[config.mk]
export PLATFORM = sky130hd
export DESIGN_NAME = strobe_decoder_3x8_flat
export DESIGN_NICKNAME = d
export VERILOG_FILES = /design/src/rtl/decoder_pkg.sv /design/src/rtl/strobe_decoder_3x8_if.sv /design/src/rtl/decoder_3x8_comb.sv /design/src/rtl/strobe_decoder_3x8.sv /design/src/flat_wrapper.sv
export SDC_FILE = /design/constraint.sdc
export NUM_CORES = 1
export LEC_CHECK = 0
export ABC_AREA = 1
export CAP_MARGIN = 10
export CORE_MARGIN = 5
export CORE_UTILIZATION = 58
export DETAILED_ROUTE_END_ITERATION = 6
export HOLD_SLACK_MARGIN = 0.12
export PLACE_DENSITY = 0.82
export SETUP_SLACK_MARGIN = 0.05
export SLEW_MARGIN = 20
export SYNTH_ARGS = -nofsm -noshare
export SYNTH_HDL_FRONTEND = slang
export SYNTH_SLANG_ARGS = --single-unit
[constraint.sdc]
create_clock -name clk -period 4.2 [get_ports clk]
set_input_delay 1.26 -clock clk [delete_from_list [all_inputs] [get_ports clk]]
set_output_delay 1.26 -clock clk [all_outputs]
set_load 0.05 [all_outputs]
[src/rtl/decoder_pkg.sv]
// rtl/decoder_pkg.sv - shared constants, state type and parameter check for the strobe decoder
//
// Purpose: common definitions imported by the strobe decoder interface,
// the index-to-one-hot helper and the top-level sequencer.
// Contents: CODE_W / OUT_W widths, state_e FSM encoding, params_legal().
package decoder_pkg;

  localparam int CODE_W = 3;
  localparam int OUT_W  = 8;

  typedef enum logic [1:0] {
    IDLE = 2'd0,
    HOLD = 2'd1,
    GAP  = 2'd2
  } state_e;

  // Hold must be at least one cycle; both durations must fit the 8-bit counter.
  function automatic bit params_legal(input int hold_cycles, input int gap_cycles);
    return (hold_cycles >= 1) && (hold_cycles <= 255) &&
           (gap_cycles >= 0) && (gap_cycles <= 255);
  endfunction

endpackage

[src/rtl/strobe_decoder_3x8_if.sv]
// rtl/strobe_decoder_3x8_if.sv - code handshake and strobe bundle for the strobe decoder
//
// Purpose: groups the code input handshake, cancel and strobe outputs.
// Signals: in_valid/in_ready handshake, a/b/c code (a = MSB), abort cancel,
//          d one-hot strobe, busy, done pulse.
// Modports: master drives codes and abort; slave is the decoder itself.
interface strobe_decoder_3x8_if;

  logic                         in_valid;
  logic                         in_ready;
  logic                         a;
  logic                         b;
  logic                         c;
  logic                         abort;
  logic [decoder_pkg::OUT_W-1:0] d;
  logic                         busy;
  logic                         done;

  modport master (
    output in_valid, a, b, c, abort,
    input  in_ready, d, busy, done
  );

  modport slave (
    input  in_valid, a, b, c, abort,
    output in_ready, d, busy, done
  );

endinterface

[src/rtl/decoder_3x8_comb.sv]
// rtl/decoder_3x8_comb.sv - combinational 3-bit index to 8-bit one-hot conversion
//
// Purpose: pure index-to-one-hot decode; the caller registers the result.
// Ports: idx   input  CODE_W  binary index
//        onehot output OUT_W  onehot[idx] = 1, all other bits 0
module decoder_3x8_comb
  import decoder_pkg::*;
(
  input  logic [CODE_W-1:0] idx,
  output logic [OUT_W-1:0]  onehot
);

  always_comb begin
    onehot      = '0;
    onehot[idx] = 1'b1;
  end

endmodule

[src/rtl/strobe_decoder_3x8.sv]
// rtl/strobe_decoder_3x8.sv - sequenced 3-to-8 strobe decoder with one-entry pending register
//
// Purpose: accepts 3-bit codes over a valid/ready handshake, drives the matching
// one-hot line of d for HOLD_CYCLES, then zero for GAP_CYCLES. One code may wait
// in a pending register so back-to-back codes run without idle bubbles.
// Ports: clk  rising-edge clock
//        rst  synchronous active-high reset
//        bus  strobe_decoder_3x8_if.slave (in_valid/in_ready, a/b/c, abort, d, busy, done)
module strobe_decoder_3x8
  import decoder_pkg::*;
#(
  parameter int HOLD_CYCLES = 4,
  parameter int GAP_CYCLES  = 1
) (
  input logic                  clk,
  input logic                  rst,
  strobe_decoder_3x8_if.slave  bus
);

  if (!params_legal(HOLD_CYCLES, GAP_CYCLES)) begin : g_bad_params
    $error("strobe_decoder_3x8: HOLD_CYCLES must be 1..255 and GAP_CYCLES 0..255");
  end

  localparam logic [7:0] HOLD_LOAD = 8'(HOLD_CYCLES - 1);
  // Unused when GAP_CYCLES == 0; the gap branch is never taken then.
  localparam logic [7:0] GAP_LOAD  = 8'(GAP_CYCLES - 1);

  state_e              state_q, state_d;
  logic [7:0]          cnt_q, cnt_d;
  logic [CODE_W-1:0]   code_q, code_d;
  logic [CODE_W-1:0]   pend_q, pend_d;
  logic                pend_valid_q, pend_valid_d;
  logic [OUT_W-1:0]    d_q, d_d;

  logic [CODE_W-1:0]   code_in;
  logic                in_ready;
  logic                xfer;
  logic                complete;
  logic [OUT_W-1:0]    onehot;

  assign code_in  = {bus.a, bus.b, bus.c};
  assign in_ready = !pend_valid_q && !bus.abort && !rst;
  assign xfer     = bus.in_valid && in_ready;

  // Decode the code that will be live next cycle so d can be a plain register.
  decoder_3x8_comb u_dec (
    .idx    (code_d),
    .onehot (onehot)
  );

  always_comb begin
    state_d      = state_q;
    cnt_d        = cnt_q;
    code_d       = code_q;
    pend_d       = pend_q;
    pend_valid_d = pend_valid_q;
    complete     = 1'b0;

    if (bus.abort) begin
      // Drops both the running and the queued code; pend value itself is kept.
      state_d      = IDLE;
      cnt_d        = '0;
      pend_valid_d = 1'b0;
    end else begin
      case (state_q)
        IDLE: begin
          if (xfer) begin
            state_d = HOLD;
            code_d  = code_in;
            cnt_d   = HOLD_LOAD;
          end
        end
        HOLD: begin
          if (cnt_q == '0) begin
            if (GAP_CYCLES > 0) begin
              state_d = GAP;
              cnt_d   = GAP_LOAD;
              if (xfer) begin
                pend_d       = code_in;
                pend_valid_d = 1'b1;
              end
            end else begin
              complete = 1'b1;
            end
          end else begin
            cnt_d = cnt_q - 8'd1;
            if (xfer) begin
              pend_d       = code_in;
              pend_valid_d = 1'b1;
            end
          end
        end
        GAP: begin
          if (cnt_q == '0) begin
            complete = 1'b1;
          end else begin
            cnt_d = cnt_q - 8'd1;
            if (xfer) begin
              pend_d       = code_in;
              pend_valid_d = 1'b1;
            end
          end
        end
        default: begin
          state_d = IDLE;
          cnt_d   = '0;
        end
      endcase

      // Queued code wins; otherwise a code arriving now bypasses the pend slot.
      if (complete) begin
        if (pend_valid_q) begin
          state_d      = HOLD;
          code_d       = pend_q;
          cnt_d        = HOLD_LOAD;
          pend_valid_d = 1'b0;
        end else if (xfer) begin
          state_d = HOLD;
          code_d  = code_in;
          cnt_d   = HOLD_LOAD;
        end else begin
          state_d = IDLE;
          cnt_d   = '0;
        end
      end
    end

    d_d = (state_d == HOLD) ? onehot : '0;
  end

  always_ff @(posedge clk) begin
    if (rst) begin
      state_q      <= IDLE;
      cnt_q        <= '0;
      code_q       <= '0;
      pend_q       <= '0;
      pend_valid_q <= 1'b0;
      d_q          <= '0;
    end else begin
      state_q      <= state_d;
      cnt_q        <= cnt_d;
      code_q       <= code_d;
      pend_q       <= pend_d;
      pend_valid_q <= pend_valid_d;
      d_q          <= d_d;
    end
  end

  assign bus.in_ready = in_ready;
  assign bus.d        = d_q;
  assign bus.busy     = (state_q != IDLE);
  // Masked by abort/rst so a cancel in the last hold cycle yields no pulse.
  assign bus.done     = (state_q == HOLD) && (cnt_q == '0) && !bus.abort && !rst;

endmodule

[src/flat_wrapper.sv]
// flat-port wrapper written by rule: the top's interface ports become plain ports
module strobe_decoder_3x8_flat import decoder_pkg::*;
#(
  parameter int HOLD_CYCLES = 4,
  parameter int GAP_CYCLES  = 1
)
  (clk, rst, bus_in_valid, bus_a, bus_b, bus_c, bus_abort, bus_in_ready, bus_d, bus_busy, bus_done);
  strobe_decoder_3x8_if bus_i ();
  input logic clk;
  input logic rst;
  input wire logic [$bits(bus_i.in_valid)-1:0] bus_in_valid;
  input wire logic [$bits(bus_i.a)-1:0] bus_a;
  input wire logic [$bits(bus_i.b)-1:0] bus_b;
  input wire logic [$bits(bus_i.c)-1:0] bus_c;
  input wire logic [$bits(bus_i.abort)-1:0] bus_abort;
  output wire logic [$bits(bus_i.in_ready)-1:0] bus_in_ready;
  output wire logic [$bits(bus_i.d)-1:0] bus_d;
  output wire logic [$bits(bus_i.busy)-1:0] bus_busy;
  output wire logic [$bits(bus_i.done)-1:0] bus_done;
  assign bus_i.in_valid = bus_in_valid;
  assign bus_i.a = bus_a;
  assign bus_i.b = bus_b;
  assign bus_i.c = bus_c;
  assign bus_i.abort = bus_abort;
  assign bus_in_ready = bus_i.in_ready;
  assign bus_d = bus_i.d;
  assign bus_busy = bus_i.busy;
  assign bus_done = bus_i.done;
  strobe_decoder_3x8 #(.HOLD_CYCLES(HOLD_CYCLES), .GAP_CYCLES(GAP_CYCLES)) u_core (.clk(clk), .rst(rst), .bus(bus_i));
endmodule
### Word level (Yosys, flattened, before mapping)

Index checks and enable logic that the tools add are counted.

* register bits after elaboration: 25
* input port bits: 7
* output and inout port bits: 11

* reduce and logical (&&, ||, !) cells: 18
* eq/ne operators: 6
* add/sub/neg operators: 1
* bitwise logic cells: 2
* mux-type cells: 33
* order comparisons: 2

Operator list (number)
* 8-bit 2-to-1 mux: 5
* 3-bit 2-to-1 mux: 8
* 8-bit one-hot mux with 3 select lines: 1
* 2-bit 2-to-1 mux: 6
* 1-bit 2-to-1 mux: 9
* 8-bit logical NOT: 1
* 8-bit by 1-bit subtractor with 8-bit output (second input constant): 1
* 1-bit logical AND: 7
* 2-bit one-hot mux with 3 select lines: 1
* 3-bit one-hot mux with 2 select lines: 1
* 2-bit by 1-bit equality test with 1-bit output (second input constant): 2
* 3-bit by 4-bit < comparator with 1-bit output (second input constant): 1
* 2-bit nonzero test: 2
* 2-bit OR reduction: 2
* 1-bit demux with 3-bit select: 1
* 3-bit by 1-bit greater-or-equal comparator with 1-bit output (second input constant): 1
* 1-bit logical NOT: 3
* 3-bit by 1-bit != test with 1-bit output (second input constant): 1
* 3-bit != test (second input constant): 1
* 3-bit AND reduction: 1
* 2-bit equality test (second input constant): 1
* 2-bit logical NOT: 1
* 2-bit != test (second input constant): 1
* 1-bit inverter: 2
* 2 further kinds: 2

### Depth between registers and ports, before layout

Gate-level depths: netlist of the first run.

* depth in word-level cells: 14
* mapped depth: 11
* mapped depth without buffers: 11

### Cells and area by module

From an unflattened synthesis of the first run, not the netlist that was laid out.

* cells, all modules: 209
* area total of the unflattened synthesis: 1411.4 um^2

Modules (own cells, without submodules)
* strobe_decoder_3x8: cells an instance 194, sequential area each 500.5 um^2, area an instance 1355.0 um^2, instances 1
* decoder_3x8_comb: cells an instance 15, sequential area each 0.0 um^2, area an instance 56.3 um^2, instances 1

### Worst setup path after synthesis of the first run

OpenSTA, ideal clock, no wires.

* path type: input to output
* start: in rst
* end: out bus_done
* slack: 0.196 ns
* arrival time: 2.744 ns
* stages on the path: 4
* cells stage by stage: buf_6 -> nor2_4 -> inv_1 -> nor3_1

* cells in the longest elaborated chain, start to end: 2

RTL lines
* start: declaration: RTL line flat_wrapper.sv:10 `input logic rst;`
* 1-bit logical NOT: RTL line strobe_decoder_3x8.sv:153 `assign bus.done = (state_q == HOLD) && (cnt_q == '0) && !bus.abort && !rst;`
* 1-bit logical AND: RTL line strobe_decoder_3x8.sv:153
* end: declaration: RTL line flat_wrapper.sv:19 `output wire logic [$bits(bus_i.done)-1:0] bus_done;`

Every way passes these cells.

### Worst setup path in the final report of the first run

* start: in bus_abort
* end: out bus_done

* cells in the longest elaborated chain, start to end: 3

RTL lines
* start: declaration: RTL line flat_wrapper.sv:15 `input wire logic [$bits(bus_i.abort)-1:0] bus_abort;`
* 1-bit logical NOT: RTL line strobe_decoder_3x8.sv:153
* 1-bit logical AND (2 in series): RTL line strobe_decoder_3x8.sv:153

Every way passes these cells.

==> qor.yml, run 1 <==
holdPathEnd: "u_core.pend_q[2]"
place_inst: 241
end_kind: "primary output"
cts_tree: "done"
cp.required_ns: 2.94
die-area_um2: 3380
switching_power_w: 0.000129
ff2ff_path_depth: 8
leakage_nw: 0.741
clk_pin_slew_worst_paths_ns: 0.12
maxSlewViolCount: 0
path_class: "in -> out"
cp_slowest_cell: "clkdlybuf4s50_1"
wl_per_cell_um: 11.6
die_x_um: 58.2
clkLatencyLatePin_ns: 0.31
critPathMaxFanout: 6
io_pins: 18
rrSetupSlack_ns: 2.28
ys_seq_elements: 25
min_period_over_period_pct: 91.9
syn_area_per_cell_um2: 6.86
syn-num-nets: 209
worst_pin_slew_ns: 0.579
final_nets: 231
syn_inst: 196
pwr-share-clk_pct: 24.1
gp_congestion: 0.886
drive_gt1_share_pct: 8.76
fp.dieH_um: 58.2
worstPathArrival_ns: 2.60
hpwlAfterDp_mm: 2.34
place_ws_ns: 0.357
drc: 0
viasPerCell: 5.31
ys_seq_area_share_pct: 37.2
ys_top_cells_by_area: "dfxtp_1 37%, nand2_1 12%, nor2_1 8.7%"
grt_overflow: 0
cts_buffer_depth: 2
rsz0062_at_grt: "false"
yosysUniqueCellTypes: 25
ys_warn_count: 0
critPathTopFamily: "buffers and inverters"
coreArea_um2: 2210
nFillCells: 207
cp_cell_sequence: "clkdlybuf4s50_1, nor2_4, inv_1, nor3_1, buf_12"
wl_mm: 2.84
synth-edff-count: 0
grt_pass1_vias: 1298
grt_pass1_wl_mm: 5.16
p_total_w: 0.000440
cellPowerDensity_nw_per_um2: 276
timing.hold.worst.class: "reg -> reg"
combPwrFrac_pct: 19.8
postCtsSetupBuffers: 0
drv_cap: 0
run_status: "finished, final reports clean"
ant_nets: 0
start_util_pct: 60.8
r2r_start: "u_core.state_q[0]"
crit_buf_inv: 3
tns_ns: 0
clkSinkCount: 25
cts_buffers: 3
finalNonFillerCells: 245
grt_util_all_layers_pct: 19.4
hold_violations: 0
p_sw_share_pct: 29.2
finalCriticalPeriod_ns: 3.86
relSlewSlack_pct: 61.4
synth_common_cells: "44 x nand2_1, 31 x nor2_1, 25 x dfxtp_1"
cts.repair.resized: 0
cts.hold.buffers_added: 0
synth_most_common_cell: "nand2_1"
synth_top_area_cell: "dfxtp_1"
synthArstFlopShare_pct: 0
syn-cell-area_um2: 1350
n_antenna_cell: 0
min_path_cells: 2
antenna_found_initial: 0
drt_iter0_drc: 20
grt_max_degree: 14
cp-start-kind: "input port"
rr_endpoint: "u_core.bus.d[1]"
synthFlopType: "dfxtp_1"
worst_slack_ns: 0.342
area_delta_synth_final_pct: 18.6
cpPeakStageDelay_ns: 0.56
fmax_mhz: 259
dr.pass1.iters: 4
num_vias: 1301
placementRows: 17
fin_skew_ns: 0.00779
htreeDepth: 1
io_buffers: 17
ir_drop_v: 0.000183
yosysTopAreaCellShare_pct: 37.2
worstHoldStart: "u_core.pend_q[2]"
seq_power_share_pct: 56.2
setup-violations-final: 0
p_int_w: 0.000311
cts_root_buffer: "clkbuf_4"
[power by group through the flow]
stage,logic (W),clock network (W),registers (W)
CTS,0.0000866,0.000112,0.000247
global route,0.0000983,0.000123,0.000248
finish,0.0000871,0.000106,0.000247
detailed placement,0.0000863,0,0.000252
floorplan,0.0000602,0,0.000253
global placement,0.0000835,0,0.000252
[tightest hold or removal path, cell delays in order, from the launching register on]
cell and delay (ns):
dfxtp_1 0.33, nand2_1 0.06, a21oi_1 0.05
[routing by layer]
| metal | part of all wire [%] | GRT usage, % | vias up | routed length [um] |
|---|---|---|---|---|
| li1 | - | - | 677 | - |
| met4 | 2.3 | 10.9 | 0 | 64 |
| met1 | 44 | 22.1 | 586 | 1240 |
| met3 | 3.4 | 2.45 | 6 | 96 |
| met5 | 0 | 0 | - | 0 |
| met2 | 51 | 34.7 | 32 | 1440 |
[how the worst max path moves through the flow]
stage	startpoint	to	slack, ns	depth (start not counted)
after floorplan	rst	bus_done	0.20	4
after global placement	bus_abort	bus_done	0.38	5
after detailed placement	bus_abort	bus_done	0.36	5
after CTS	bus_abort	bus_done	0.35	5
after global routing	bus_abort	bus_done	0.28	5
final	bus_abort	bus_done	0.34	5
[final cells by class]
type | instances | area (um^2) | share of cell area, %
Multi-Input combinational cell | 145 | 738 | 46.3
Clock buffer | 4 | 26.3 | 1.65
Tap cell | 28 | 35.0 | 2.20
Sequential cell | 25 | 500 | 31.4
Inverter | 24 | 90.1 | 5.65
Timing Repair Buffer | 19 | 205 | 12.9
[cells in the final DEF, fill, tap and decap left out]
cell,synthesis,final
a211oi_1,1,1
a21oi_1,11,11
a21oi_2,1,1
and3_1,3,3
buf_12,0,2
buf_4,0,2
clkbuf_1,0,1
clkbuf_4,0,3
clkdlybuf4s50_1,0,15
dfxtp_1,25,25
ha_1,6,6
inv_1,22,22
inv_2,2,2
nand2_1,44,44
nand2_2,3,3
nand3_1,16,16
nand3_2,1,1
nand3_4,1,1
nand4_1,7,7
nor2_1,31,31
nor2_2,2,2
nor2_4,1,1
nor3_1,8,8
o21ai_0,4,4
o21ai_1,1,1
or2_2,1,1
xnor2_1,1,1
xor2_1,2,2
[state kept, by name, summed over array words and instances (netlist names)]
| signal | flops |
|---|---|
| u_core.pend_valid_q | 1 |
| u_core.state_q | 2 |
| u_core.pend_q | 3 |
| u_core.cnt_q | 8 |
| u_core.bus.d | 8 |
| u_core.code_q | 3 |
[stage by stage]
step,util (%),hold WS [ns],area [um^2]
after floorplan,-,0.439,1350
after global placement,70.9,0.451,1570
after detailed placement,70.9,0.462,1570
after CTS,72.1,0.481,1600
after global routing,72.1,0.499,1600
final,72.1,0.477,1600
[logic make-up (layout without fill, tap and decap cells)]
logic type	after synthesis	after routing	synth area share, %
AOI/OAI and AO/OA	18	18	7.16
xor gates and xnor gates	3	3	1.95
adders and majority gates	6	6	5.58
buffers and inverters	26	47	7.91
DFF	25	25	37.2
and+or+nand+nor	118	118	40.2
(Power assumes the default switching activity.)
==> run 2: changes to the inputs <==
--- a/config.mk
+++ b/config.mk
@@ -11,6 +11,7 @@
 export CORE_UTILIZATION = 58
 export DETAILED_ROUTE_END_ITERATION = 6
 export HOLD_SLACK_MARGIN = 0.12
+export MAX_ROUTING_LAYER = met4
 export PLACE_DENSITY = 0.82
 export SETUP_SLACK_MARGIN = 0.05
 export SLEW_MARGIN = 20
==> results of run 2 <==
Final layout, timing and power as in run 1 (identical DEF).
Main changes from that run: final weighted congestion in routability-driven placement 0.886 -> 0.901; overall routing resource usage 19.4% -> 20.0%; violation count after the first detailed-route iteration 20 -> 21
==> run 3: changes to the inputs <==
--- a/config.mk
+++ b/config.mk
@@ -6,6 +6,7 @@
 export NUM_CORES = 1
 export LEC_CHECK = 0
 export ABC_AREA = 1
+export ABC_CLOCK_PERIOD_IN_PS = 4200
 export CAP_MARGIN = 10
 export CORE_MARGIN = 5
 export CORE_UTILIZATION = 58
==> results of run 3 <==
Final layout, timing and power as in run 1 (identical DEF).
Main changes from that run: final weighted congestion in routability-driven placement 0.886 -> 0.901; overall routing resource usage 19.4% -> 20.0%; violation count after the first detailed-route iteration 20 -> 21
